[src/rtl/apb4_pwm_mc.sv]
// apb4_pwm_mc: APB4 multi-channel PWM timer with a shared prescaler and counter
// (edge- or center-aligned), per-channel compare/polarity, and a period interrupt.
// Optional build macro PWM_SHADOW_EN double-buffers CMP and CRx so that new values
// take effect on a period boundary instead of mid-period.

// Per-channel compare register and registered PWM output.
module apb4_pwm_mc_ch #(
  parameter int CNT_WIDTH = 16
) (
  input  logic                 clk_i,
  input  logic                 rst_i,
  input  logic                 wr,
  input  logic [CNT_WIDTH-1:0] wdata,
  input  logic                 load,
  input  logic [CNT_WIDTH-1:0] cnt,
  input  logic                 run,
  input  logic                 pol,
  output logic [CNT_WIDTH-1:0] rd,
  output logic                 pwm
);
  logic [CNT_WIDTH-1:0] cr;

`ifdef PWM_SHADOW_EN
  logic [CNT_WIDTH-1:0] cr_sh;
  // Shadow takes bus writes; active copy follows it on load (a same-cycle write is forwarded)
  always_ff @(posedge clk_i) begin
    if (rst_i) begin
      cr_sh <= '0;
      cr    <= '0;
    end else begin
      if (wr) cr_sh <= wdata;
      if (load) cr <= wr ? wdata : cr_sh;
    end
  end
  assign rd = cr_sh;
`else
  logic unused_load;
  assign unused_load = load;
  // Compare value updates directly from the bus
  always_ff @(posedge clk_i) begin
    if (rst_i)   cr <= '0;
    else if (wr) cr <= wdata;
  end
  assign rd = cr;
`endif

  // Idle level is the polarity bit; when running, raw level is inverted by polarity
  always_ff @(posedge clk_i) begin
    if (rst_i) pwm <= 1'b0;
    else       pwm <= run ? ((cnt >= cr) ^ pol) : pol;
  end
endmodule

module apb4_pwm_mc #(
  parameter int CH_NUM     = 4,
  parameter int CNT_WIDTH  = 16,
  parameter int PSCR_WIDTH = 16
) (
  input  logic              clk_i,
  input  logic              rst_i,
  input  logic              psel,
  input  logic              penable,
  input  logic              pwrite,
  input  logic [31:0]       paddr,
  input  logic [31:0]       pwdata,
  output logic [31:0]       prdata,
  output logic              pready,
  output logic              pslverr,
  output logic [CH_NUM-1:0] pwm_o,
  output logic              irq_o
);
  typedef logic [CNT_WIDTH-1:0] cnt_t;

  logic [5:0]            addr;
  logic                  wr_en, rd_en, clr;
  logic                  wr_ctrl, wr_pscr, wr_cmp, wr_stat, wr_chcfg;
  logic [CH_NUM-1:0]     wr_cr;
  logic                  ovie, en, mode, ovif, dir;
  logic                  tick, psc_last, period, load, cmp_zero;
  logic [PSCR_WIDTH-1:0] pscr, psc;
  cnt_t                  cnt, cmp, cmp_rd;
  logic [CH_NUM-1:0]     chen, pol;
  logic [CH_NUM-1:0][CNT_WIDTH-1:0] cr_rd;
  logic [31:0]           chcfg_rd;
  logic                  unused_bits;

  assign addr     = paddr[7:2];
  assign wr_en    = psel & penable & pwrite;
  assign rd_en    = psel & penable & ~pwrite;
  assign wr_ctrl  = wr_en && (addr == 6'd0);
  assign wr_pscr  = wr_en && (addr == 6'd1);
  assign wr_cmp   = wr_en && (addr == 6'd3);
  assign wr_stat  = wr_en && (addr == 6'd4);
  assign wr_chcfg = wr_en && (addr == 6'd5);
  assign clr      = wr_ctrl & pwdata[2];
  assign pready   = 1'b1;
  assign pslverr  = 1'b0;
  assign unused_bits = ^{paddr[31:8], paddr[1:0], pwdata};

  // Control, prescaler and channel configuration registers
  always_ff @(posedge clk_i) begin
    if (rst_i) begin
      ovie <= 1'b0;
      en   <= 1'b0;
      mode <= 1'b0;
      pscr <= '0;
      chen <= '0;
      pol  <= '0;
    end else begin
      if (wr_ctrl) begin
        ovie <= pwdata[0];
        en   <= pwdata[1];
        mode <= pwdata[3];
      end
      if (wr_pscr) pscr <= PSCR_WIDTH'(pwdata);
      if (wr_chcfg) begin
        chen <= pwdata[CH_NUM-1:0];
        pol  <= pwdata[8 +: CH_NUM];
      end
    end
  end

  // Active values reload at period end, whenever stopped, and on CLR
  assign load = period | ~en | clr;

`ifdef PWM_SHADOW_EN
  cnt_t cmp_sh;
  // Period register: shadow written by bus, active copy loaded on boundaries
  always_ff @(posedge clk_i) begin
    if (rst_i) begin
      cmp_sh <= '0;
      cmp    <= '0;
    end else begin
      if (wr_cmp) cmp_sh <= cnt_t'(pwdata);
      if (load) cmp <= wr_cmp ? cnt_t'(pwdata) : cmp_sh;
    end
  end
  assign cmp_rd = cmp_sh;
`else
  // Period register updates directly from the bus
  always_ff @(posedge clk_i) begin
    if (rst_i)       cmp <= '0;
    else if (wr_cmp) cmp <= cnt_t'(pwdata);
  end
  assign cmp_rd = cmp;
`endif

  assign cmp_zero = (cmp == '0);
  // PSCR of 0 or 1 both mean a tick every cycle
  assign psc_last = (pscr <= PSCR_WIDTH'(1)) || (psc >= pscr - PSCR_WIDTH'(1));
  assign tick     = en & psc_last;
  assign period   = tick & ~clr & ~cmp_zero &
                    (mode ? (dir && (cnt == cnt_t'(1))) : (cnt == cmp - cnt_t'(1)));

  // Prescaler restarts on PSCR write, CLR, or while disabled
  always_ff @(posedge clk_i) begin
    if (rst_i || clr || wr_pscr || !en) psc <= '0;
    else if (psc_last)                  psc <= '0;
    else                                psc <= psc + PSCR_WIDTH'(1);
  end

  // Main counter: edge mode wraps at CMP-1; center mode ramps 0..CMP..0.
  // The >= compares let a CMP shrunk below CNT wrap/turn around cleanly.
  always_ff @(posedge clk_i) begin
    if (rst_i || clr) begin
      cnt <= '0;
      dir <= 1'b0;
    end else if (tick) begin
      if (cmp_zero) begin
        cnt <= '0;
        dir <= 1'b0;
      end else if (!mode) begin
        cnt <= (cnt >= cmp - cnt_t'(1)) ? '0 : cnt + cnt_t'(1);
        dir <= 1'b0;
      end else if (!dir) begin
        cnt <= cnt + cnt_t'(1);
        if (cnt >= cmp - cnt_t'(1)) dir <= 1'b1;
      end else if (cnt <= cnt_t'(1)) begin
        cnt <= '0;
        dir <= 1'b0;
      end else begin
        cnt <= cnt - cnt_t'(1);
      end
    end
  end

  // Overflow flag: W1C, a simultaneous period event wins; irq is registered
  always_ff @(posedge clk_i) begin
    if (rst_i) begin
      ovif  <= 1'b0;
      irq_o <= 1'b0;
    end else begin
      if (period)                      ovif <= 1'b1;
      else if (wr_stat && pwdata[0])   ovif <= 1'b0;
      irq_o <= ovif & ovie;
    end
  end

  for (genvar x = 0; x < CH_NUM; x++) begin : g_ch
    assign wr_cr[x] = wr_en && (addr == 6'(8 + x));
    apb4_pwm_mc_ch #(.CNT_WIDTH(CNT_WIDTH)) u_ch (
      .clk_i (clk_i),
      .rst_i (rst_i),
      .wr    (wr_cr[x]),
      .wdata (cnt_t'(pwdata)),
      .load  (load),
      .cnt   (cnt),
      .run   (en & chen[x] & ~cmp_zero),
      .pol   (pol[x]),
      .rd    (cr_rd[x]),
      .pwm   (pwm_o[x])
    );
  end

  // CHCFG readback image
  always_comb begin
    chcfg_rd = '0;
    chcfg_rd[CH_NUM-1:0] = chen;
    chcfg_rd[8 +: CH_NUM] = pol;
  end

  // Combinational read mux, zero outside a read access phase
  always_comb begin
    prdata = '0;
    if (rd_en) begin
      case (addr)
        6'd0: prdata = {28'd0, mode, 1'b0, en, ovie};
        6'd1: prdata = 32'(pscr);
        6'd2: prdata = 32'(cnt);
        6'd3: prdata = 32'(cmp_rd);
        6'd4: prdata = {31'd0, ovif};
        6'd5: prdata = chcfg_rd;
        default: begin
          for (int x = 0; x < CH_NUM; x++)
            if (addr == 6'(8 + x)) prdata = 32'(cr_rd[x]);
        end
      endcase
    end
  end
endmodule
[config.mk]
export PLATFORM = sky130hd
export DESIGN_NAME = apb4_pwm_mc
export DESIGN_NICKNAME = d
export VERILOG_FILES = /design/src/rtl/apb4_pwm_mc.sv
export SDC_FILE = /design/constraint.sdc
export NUM_CORES = 1
export LEC_CHECK = 0
export ABC_AREA = 1
export CORE_ASPECT_RATIO = 1.2
export CORE_UTILIZATION = 55
export CTS_CLUSTER_SIZE = 28
export DETAILED_ROUTE_END_ITERATION = 10
export GPL_TIMING_DRIVEN = 0
export PLACE_DENSITY = 0.77
export SYNTH_ARGS = -nofsm -noshare
export SYNTH_HDL_FRONTEND = slang
export SYNTH_SLANG_ARGS = --single-unit
[constraint.sdc]
create_clock -name clk_i -period 3.4 [get_ports clk_i]
set_clock_uncertainty 0.1 [all_clocks]
set_input_delay 0.51 -clock clk_i [delete_from_list [all_inputs] [get_ports clk_i]]
set_output_delay 0.51 -clock clk_i [all_outputs]
set_load 0.02 [all_outputs]
==> results.py, run 1 <==
metrics = {
    "die": {
        "io_pins": 108,
        "rows": 54,
        "design.die.area_mm2": 0.0195,
        "die_w_um": 128,
        "start_util": 0.567,
        "core_area_mm2": 0.0184,
        "die_h_um": 153,
    },
    "sta": {
        "fin_crit_sh": 1.00,
        "setup_viol": 0,
        "max_clock_freq_ghz": 0.294,
        "tightest_slew_ps": 866,
        "rsz0062_at_grt": "yes",
        "setup-tns-final_ps": 0,
        "relSlewSlack": 0.417,
        "final_max_slew_viol_count": 0,
        "fin_crit_ps": 3400,
        "finalHoldViolCount": 0,
    },
    "yosys": {
        "synth_top_area_share": 0.281,
        "syn_avg_cell_area_um2": 6.77,
        "synth_cells": 1538,
        "synthArstFlopShare": 0,
        "syn_area_mm2": 0.0104,
        "synth.yosys.warnings": 0,
        "ys_seq_elements": 146,
        "synth_edf_count": 0,
        "synth_top_area_cell": "dfxtp_1",
        "yosys-top-cells-area": "dfxtp_1 28%, ha_1 12%, a21oi_1 9.5%",
        "ys_types": 46,
        "synth_flop_cell": "dfxtp_1",
        "synth_seq_area_share": 0.281,
    },
    "status": {
        "status": "finished clean",
    },
    "grt": {
        "antenna_found_initial": 1,
        "grt_start_max_net_pins": 17,
        "gr-total-overflow": 0,
        "grt.total_usage": 0.357,
        "grt_pass1_vias": 10200,
        "grt_pass1_wl_mm": 52.9,
    },
    "detailed_routing": {
        "firstDrtPassIters": 5,
        "vias": 10800,
        "wire_per_inst_um": 18.2,
        "drt_iter0_drc": 905,
        "postRouteAntennaNets": 0,
        "drc": 0,
        "wl_mm": 34.4,
        "avgViaCountPerCell": 5.73,
    },
    "power_and_ir_drop": {
        "vdd_drop_max_mv": 0.357,
        "leakagePower_nw": 5.29,
        "p_per_area_mw_per_mm2": 333,
    },
    "clock_tree": {
        "cts_max_level": 4,
        "clk_pin_slew_ps": 60,
        "cts_buffers": 17,
        "cts_hold_buf": 0,
        "cts_buffer_depth": 2,
        "cts_root_buf": "clkbuf_16",
        "insertion_delay_ps": 430,
        "cts_tree": "done",
        "clock_sinks": 146,
    },
    "final_layout": {
        "stdcell_area_mm2": 0.0120,
        "drive_gt1_frac": 0.107,
        "area_growth_pct": 15.4,
        "fin_nets": 1798,
    },
    "placement": {
        "placed_area_mm2": 0.0113,
        "dpl.hpwl_mm": 26.6,
        "gp_congestion": 1.02,
        "numPortBuffers": 47,
    },
    "worst_hold_path": {
        "hold_path_class": "reg -> reg",
        "hold-path-cell-count": 2,
    },
    "setup_path": {
        "worst_r2r_path_depth": 18,
        "required_ps": 2790,
        "arrival_ps": 2790,
        "cp-end-kind": "output port",
        "start_kind": "input port",
        "crit_fanout": 9,
        "critical_path_class": "in -> out",
    },
    "flow_run": {
        "drv_cap": 0,
    },
}
cell families after synthesis:
family | after synthesis | synth area share
buffers and inverters | 272 | 0.113
AOI/OAI and AO/OA | 405 | 0.206
other | 2 | 0.000721
muxes | 1 | 0.000961
xor gates and xnor gates | 37 | 0.0311
adders and majority gates | 103 | 0.124
and+or+nand+nor | 572 | 0.243
DFF | 146 | 0.281
cell usage after synthesis, types with 2 or more instances:
cell,number
nor4_1,6
a21oi_1,197
or2_2,3
nor3_1,27
nand3_1,74
dfxtp_1,146
nand3_2,3
a21oi_4,2
o21ai_0,148
nand2_1,259
nand4_1,12
o22ai_1,28
conb_1,2
nor2_1,152
nor2_4,7
o221ai_1,2
ha_1,103
o211ai_1,6
xor2_1,29
inv_1,178
o21a_1,7
nand2_2,3
clkinv_1,3
buf_6,3
nor2_2,14
and2_1,2
nor3_2,6
o21ai_1,6
buf_4,28
clkbuf_1,25
a211oi_1,3
inv_2,14
xnor2_1,8
buf_2,20
power by group:
| part | internal (mW) | switching, mW |
|---|---|---|
| clock network | 1.25 | 0.765 |
| registers | 1.71 | 0.00206 |
| logic | 0.0882 | 0.184 |
per-stage QoR:
step	utilization	instances	power, mW	worst slack, ps	hold slack, ps
2_1_floorplan	-	1554	1.90	547	330
3_3_place_gp	0.613	1853	2.00	-550	347
3_5_place_dp	0.613	1853	2.01	-639	364
4_1_cts	0.650	1889	4.01	24.1	378
5_1_grt	0.654	1891	4.11	-19.8	396
6_report	0.654	1892	4.00	0.580	375
sequential cells by signal (all words and copies together) (netlist names), 4 cells and up:
name	flops
pol	4
chen	4
psc	16
g_ch.u_ch.pwm	4
g_ch.u_ch.rd	64
cnt	16
pscr	16
cmp	16
path summary, 6_finish.rpt:
path | slack (ps) | start | to
hold / removal | 380 | g_ch[2].u_ch.rd[5] | g_ch[2].u_ch.rd[5]
hold reg to reg | 380 | g_ch[2].u_ch.rd[5] | g_ch[2].u_ch.rd[5]
setup reg to reg | 270 | pscr[0] | cnt[7]
setup / recovery | 0.6 | paddr[2] | prdata[5]
critical path, cell delays in order:
cell and delay (ps):
clkdlybuf4s50_1 580, inv_2 80, nor2_4 180, inv_2 70, nor2_4 190, inv_2 150, o21ai_1 240, o21ai_0 190
a21oi_1 240, dlygate4sd2_1 360
routing by layer:
metal	share of wire	up-vias	wire, um	GRT usage
met2	0.47	527	16300	0.610
li1	-	5263	-	-
met4	0.080	2	2770	0.261
met1	0.36	4883	12500	0.395
met5	0.00035	-	12	0
met3	0.082	171	2810	0.0636
layout by cell type (no fill, tap or decap), drive strengths merged, types with 2 or more instances in the layout:
cell / n
nand2: 262
a21oi: 201
inv: 195
nor2: 174
o21ai: 154
dfxtp: 146
ha: 103
nand3: 77
buf: 56
clkbuf: 56
nor3: 33
clkdlybuf4s50: 31
xor2: 29
o22ai: 28
conb: 18
nand4: 13
xnor2: 8
o21a: 7
o211ai: 6
nor4: 6
clkinv: 6
dlygate4sd2: 5
bufinv: 4
or2: 4
a211oi: 3
clkinvlp: 3
o221ai: 2
and2: 2
what timing repair did:
action                                  4_1_cts  5_1_grt
buffers inserted                              4        1
cloned                                        0        1
gates resized for setup                      27       53
endpoints found under the setup margin       16       42
pin swaps                                     1        2
area by class of cell:
| class | instances | area [um2] |
|---|---|---|
| Tap cell | 252 | 315 |
| Antenna cell | 1 | 2.50 |
| Clock inverter | 12 | 179 |
| Buffer | 76 | 442 |
| Fill cell | 1695 | 6360 |
| Clock buffer | 20 | 447 |
| Multi-Input combinational cell | 1137 | 6520 |
| Sequential cell | 146 | 2920 |
| Timing Repair Buffer | 52 | 447 |
| Inverter | 196 | 741 |
No activity file was read; power rests on OpenSTA's default activity.
==> run 2, diff against run 1 <==
Settings changed: SETUP_SLACK_MARGIN set to 0.3.
==> run 2 against run 1 <==
Sequential power hardly changed; combinational power is 7.7% higher; via count is 3.0% higher; wire length is 6.8% higher; register-to-register slack worse by 110 ps; die area stayed put; highest routed layer unchanged; first-iteration DRC count is 19% higher; utilization is 3.7 points higher; sequential share of layout area is 1.2 points lower; clock-buffer cell count stayed put.
==> results.py, run 2 (synthesis results as in run 1) <==
metrics = {
    "final_layout": {
        "fin_util": 0.691,
        "largest_reg_flops": 64,
        "fin_nets": 1826,
        "fillers": 1554,
        "layout_common_cells": "246 x nand2_1, 183 x a21oi_1, 173 x inv_1",
        "final_common_cell": "nand2_1",
        "drive_gt1_frac": 0.166,
        "final_cells": 1920,
        "stdcell_area_mm2": 0.0127,
        "area_growth_pct": 21.9,
    },
    "setup_path": {
        "arrival_ps": 3450,
        "start_kind": "register",
        "critical_path.cell_chain": "inv_2, ha_4, nand3_4, nor2_4, inv_2, nor3_4, nand2_1, nor2_1, xor2_1, inv_1, ha_4, nand4_1, inv_1, nand2_2, nand3_4, inv_4, a21oi_4, buf_4, nor2_1, nor2_1, nor2_1",
        "crit_fanout": 3,
        "worst_r2r_path_depth": 21,
        "cp-end-kind": "register",
        "cpMaxStageDelayCell": "dfxtp_2",
        "required_ps": 3610,
        "slowest_delay_ps": 340,
        "cpMostUsedCell": "nor2_1",
        "critical_path_class": "reg -> reg",
    },
    "sta": {
        "tightest_slew_ps": 927,
        "max_clock_freq_ghz": 0.309,
        "setup-tns-final_ps": 0,
        "relSlewSlack": 0.376,
        "finalHoldViolCount": 0,
        "rsz0062_at_grt": "yes",
        "setup_viol": 0,
        "final_max_slew_viol_count": 0,
        "holdWs_ps": 377,
        "fin_ws_ps": 160,
        "fin_crit_sh": 0.953,
        "fin_crit_ps": 3240,
    },
    "detailed_routing": {
        "wire_per_inst_um": 19.1,
        "firstDrtPassIters": 6,
        "avgViaCountPerCell": 5.82,
        "drt_iter0_drc": 1076,
        "vias": 11200,
        "postRouteAntennaNets": 0,
        "wl_mm": 36.7,
        "drc": 0,
    },
    "clock_tree": {
        "cts_tree": "done",
        "insertion_delay_ps": 430,
        "cts_root_buf": "clkbuf_16",
        "cts_max_level": 4,
        "cts_buffers": 17,
        "clock_sinks": 146,
        "clk_pin_slew_ps": 60,
        "cts_buffer_depth": 2,
        "cts_hold_buf": 0,
    },
    "die": {
        "die_h_um": 153,
        "core_area_mm2": 0.0184,
        "io_pins": 108,
        "start_util": 0.567,
        "rows": 54,
        "design.die.area_mm2": 0.0195,
        "die_w_um": 128,
    },
    "grt": {
        "gr-total-overflow": 0,
        "grt_use_met2": 0.621,
        "grt.total_usage": 0.362,
        "grt_pass1_wl_mm": 53.5,
        "met1_usage": 0.401,
        "grt_busiest_layer": "met2",
        "grt_pass1_vias": 10200,
        "gr-usage-met3": 0.0629,
        "antenna_found_initial": 1,
        "grt_start_max_net_pins": 17,
    },
    "placement": {
        "numPortBuffers": 47,
        "place_inst": 1853,
        "place_ws_ps": -639,
        "placed_area_mm2": 0.0113,
        "dpl.hpwl_mm": 26.6,
        "gp_congestion": 1.02,
    },
    "worst_hold_path": {
        "hold-path-cell-count": 2,
        "hold_path_class": "reg -> reg",
    },
    "status": {
        "status": "finished clean",
    },
    "power_and_ir_drop": {
        "vdd_drop_max_mv": 0.359,
        "power.total_mw": 4.03,
        "p_per_area_mw_per_mm2": 318,
        "leakagePower_nw": 5.55,
    },
    "flow_run": {
        "drv_cap": 0,
    },
}
## run 2: timing repair
action,4_1_cts,5_1_grt
hold endpoints to repair,0,0
setup endpoints to repair,45,50
cloned,1,2
gates resized for setup,114,120
setup buffers,11,20
pin swaps,8,34
## run 2: critical path: cells and delay by family, from the launching register on
kind	cells	cell delay, ps
AND/OR/NAND/NOR	11	1300
AO/OA/AOI/OAI	1	170
flip-flops	1	340
buffers and inverters	6	570
adder cells (fa/ha/maj)	2	430
XOR/XNOR	1	210
## run 2: final cells by class
cell class                 count  area, um2  area share
inverter                     196        748      0.0589
sequential                   146       2940       0.231
tap                          252        315      0.0248
antenna                        1       2.50    0.000197
buffer                        76        472      0.0372
clock inverter                12        179      0.0141
timing repair buffer          80        709      0.0559
clock buffer                  20        447      0.0352
multi-input combinational   1137       6890       0.543
## run 2: path summary, 6_finish.rpt
path         slack (ps)                  to                from
min reg2reg         380  g_ch[3].u_ch.rd[4]  g_ch[3].u_ch.rd[4]
max reg2reg         160              cnt[1]             pscr[1]
max                 160              cnt[1]             pscr[1]
min                 380  g_ch[3].u_ch.rd[4]  g_ch[3].u_ch.rd[4]
## run 2: power by group
| part | internal (mW) | switching [mW] | leakage, nW | total [mW] |
|---|---|---|---|---|
| clock | 1.25 | 0.775 | 0.297 | 2.03 |
| sequential | 1.71 | 0.00227 | 1.18 | 1.71 |
| combinational | 0.0972 | 0.196 | 4.07 | 0.293 |
| total | 3.06 | 0.974 | 5.55 | 4.03 |
## run 2: metal layers
| layer | wire length, um | part of all wire |
|---|---|---|
| met1 | 13000 | 0.35 |
| met2 | 17700 | 0.48 |
| met3 | 3040 | 0.083 |
| met5 | 48 | 0.0013 |
| met4 | 2910 | 0.079 |
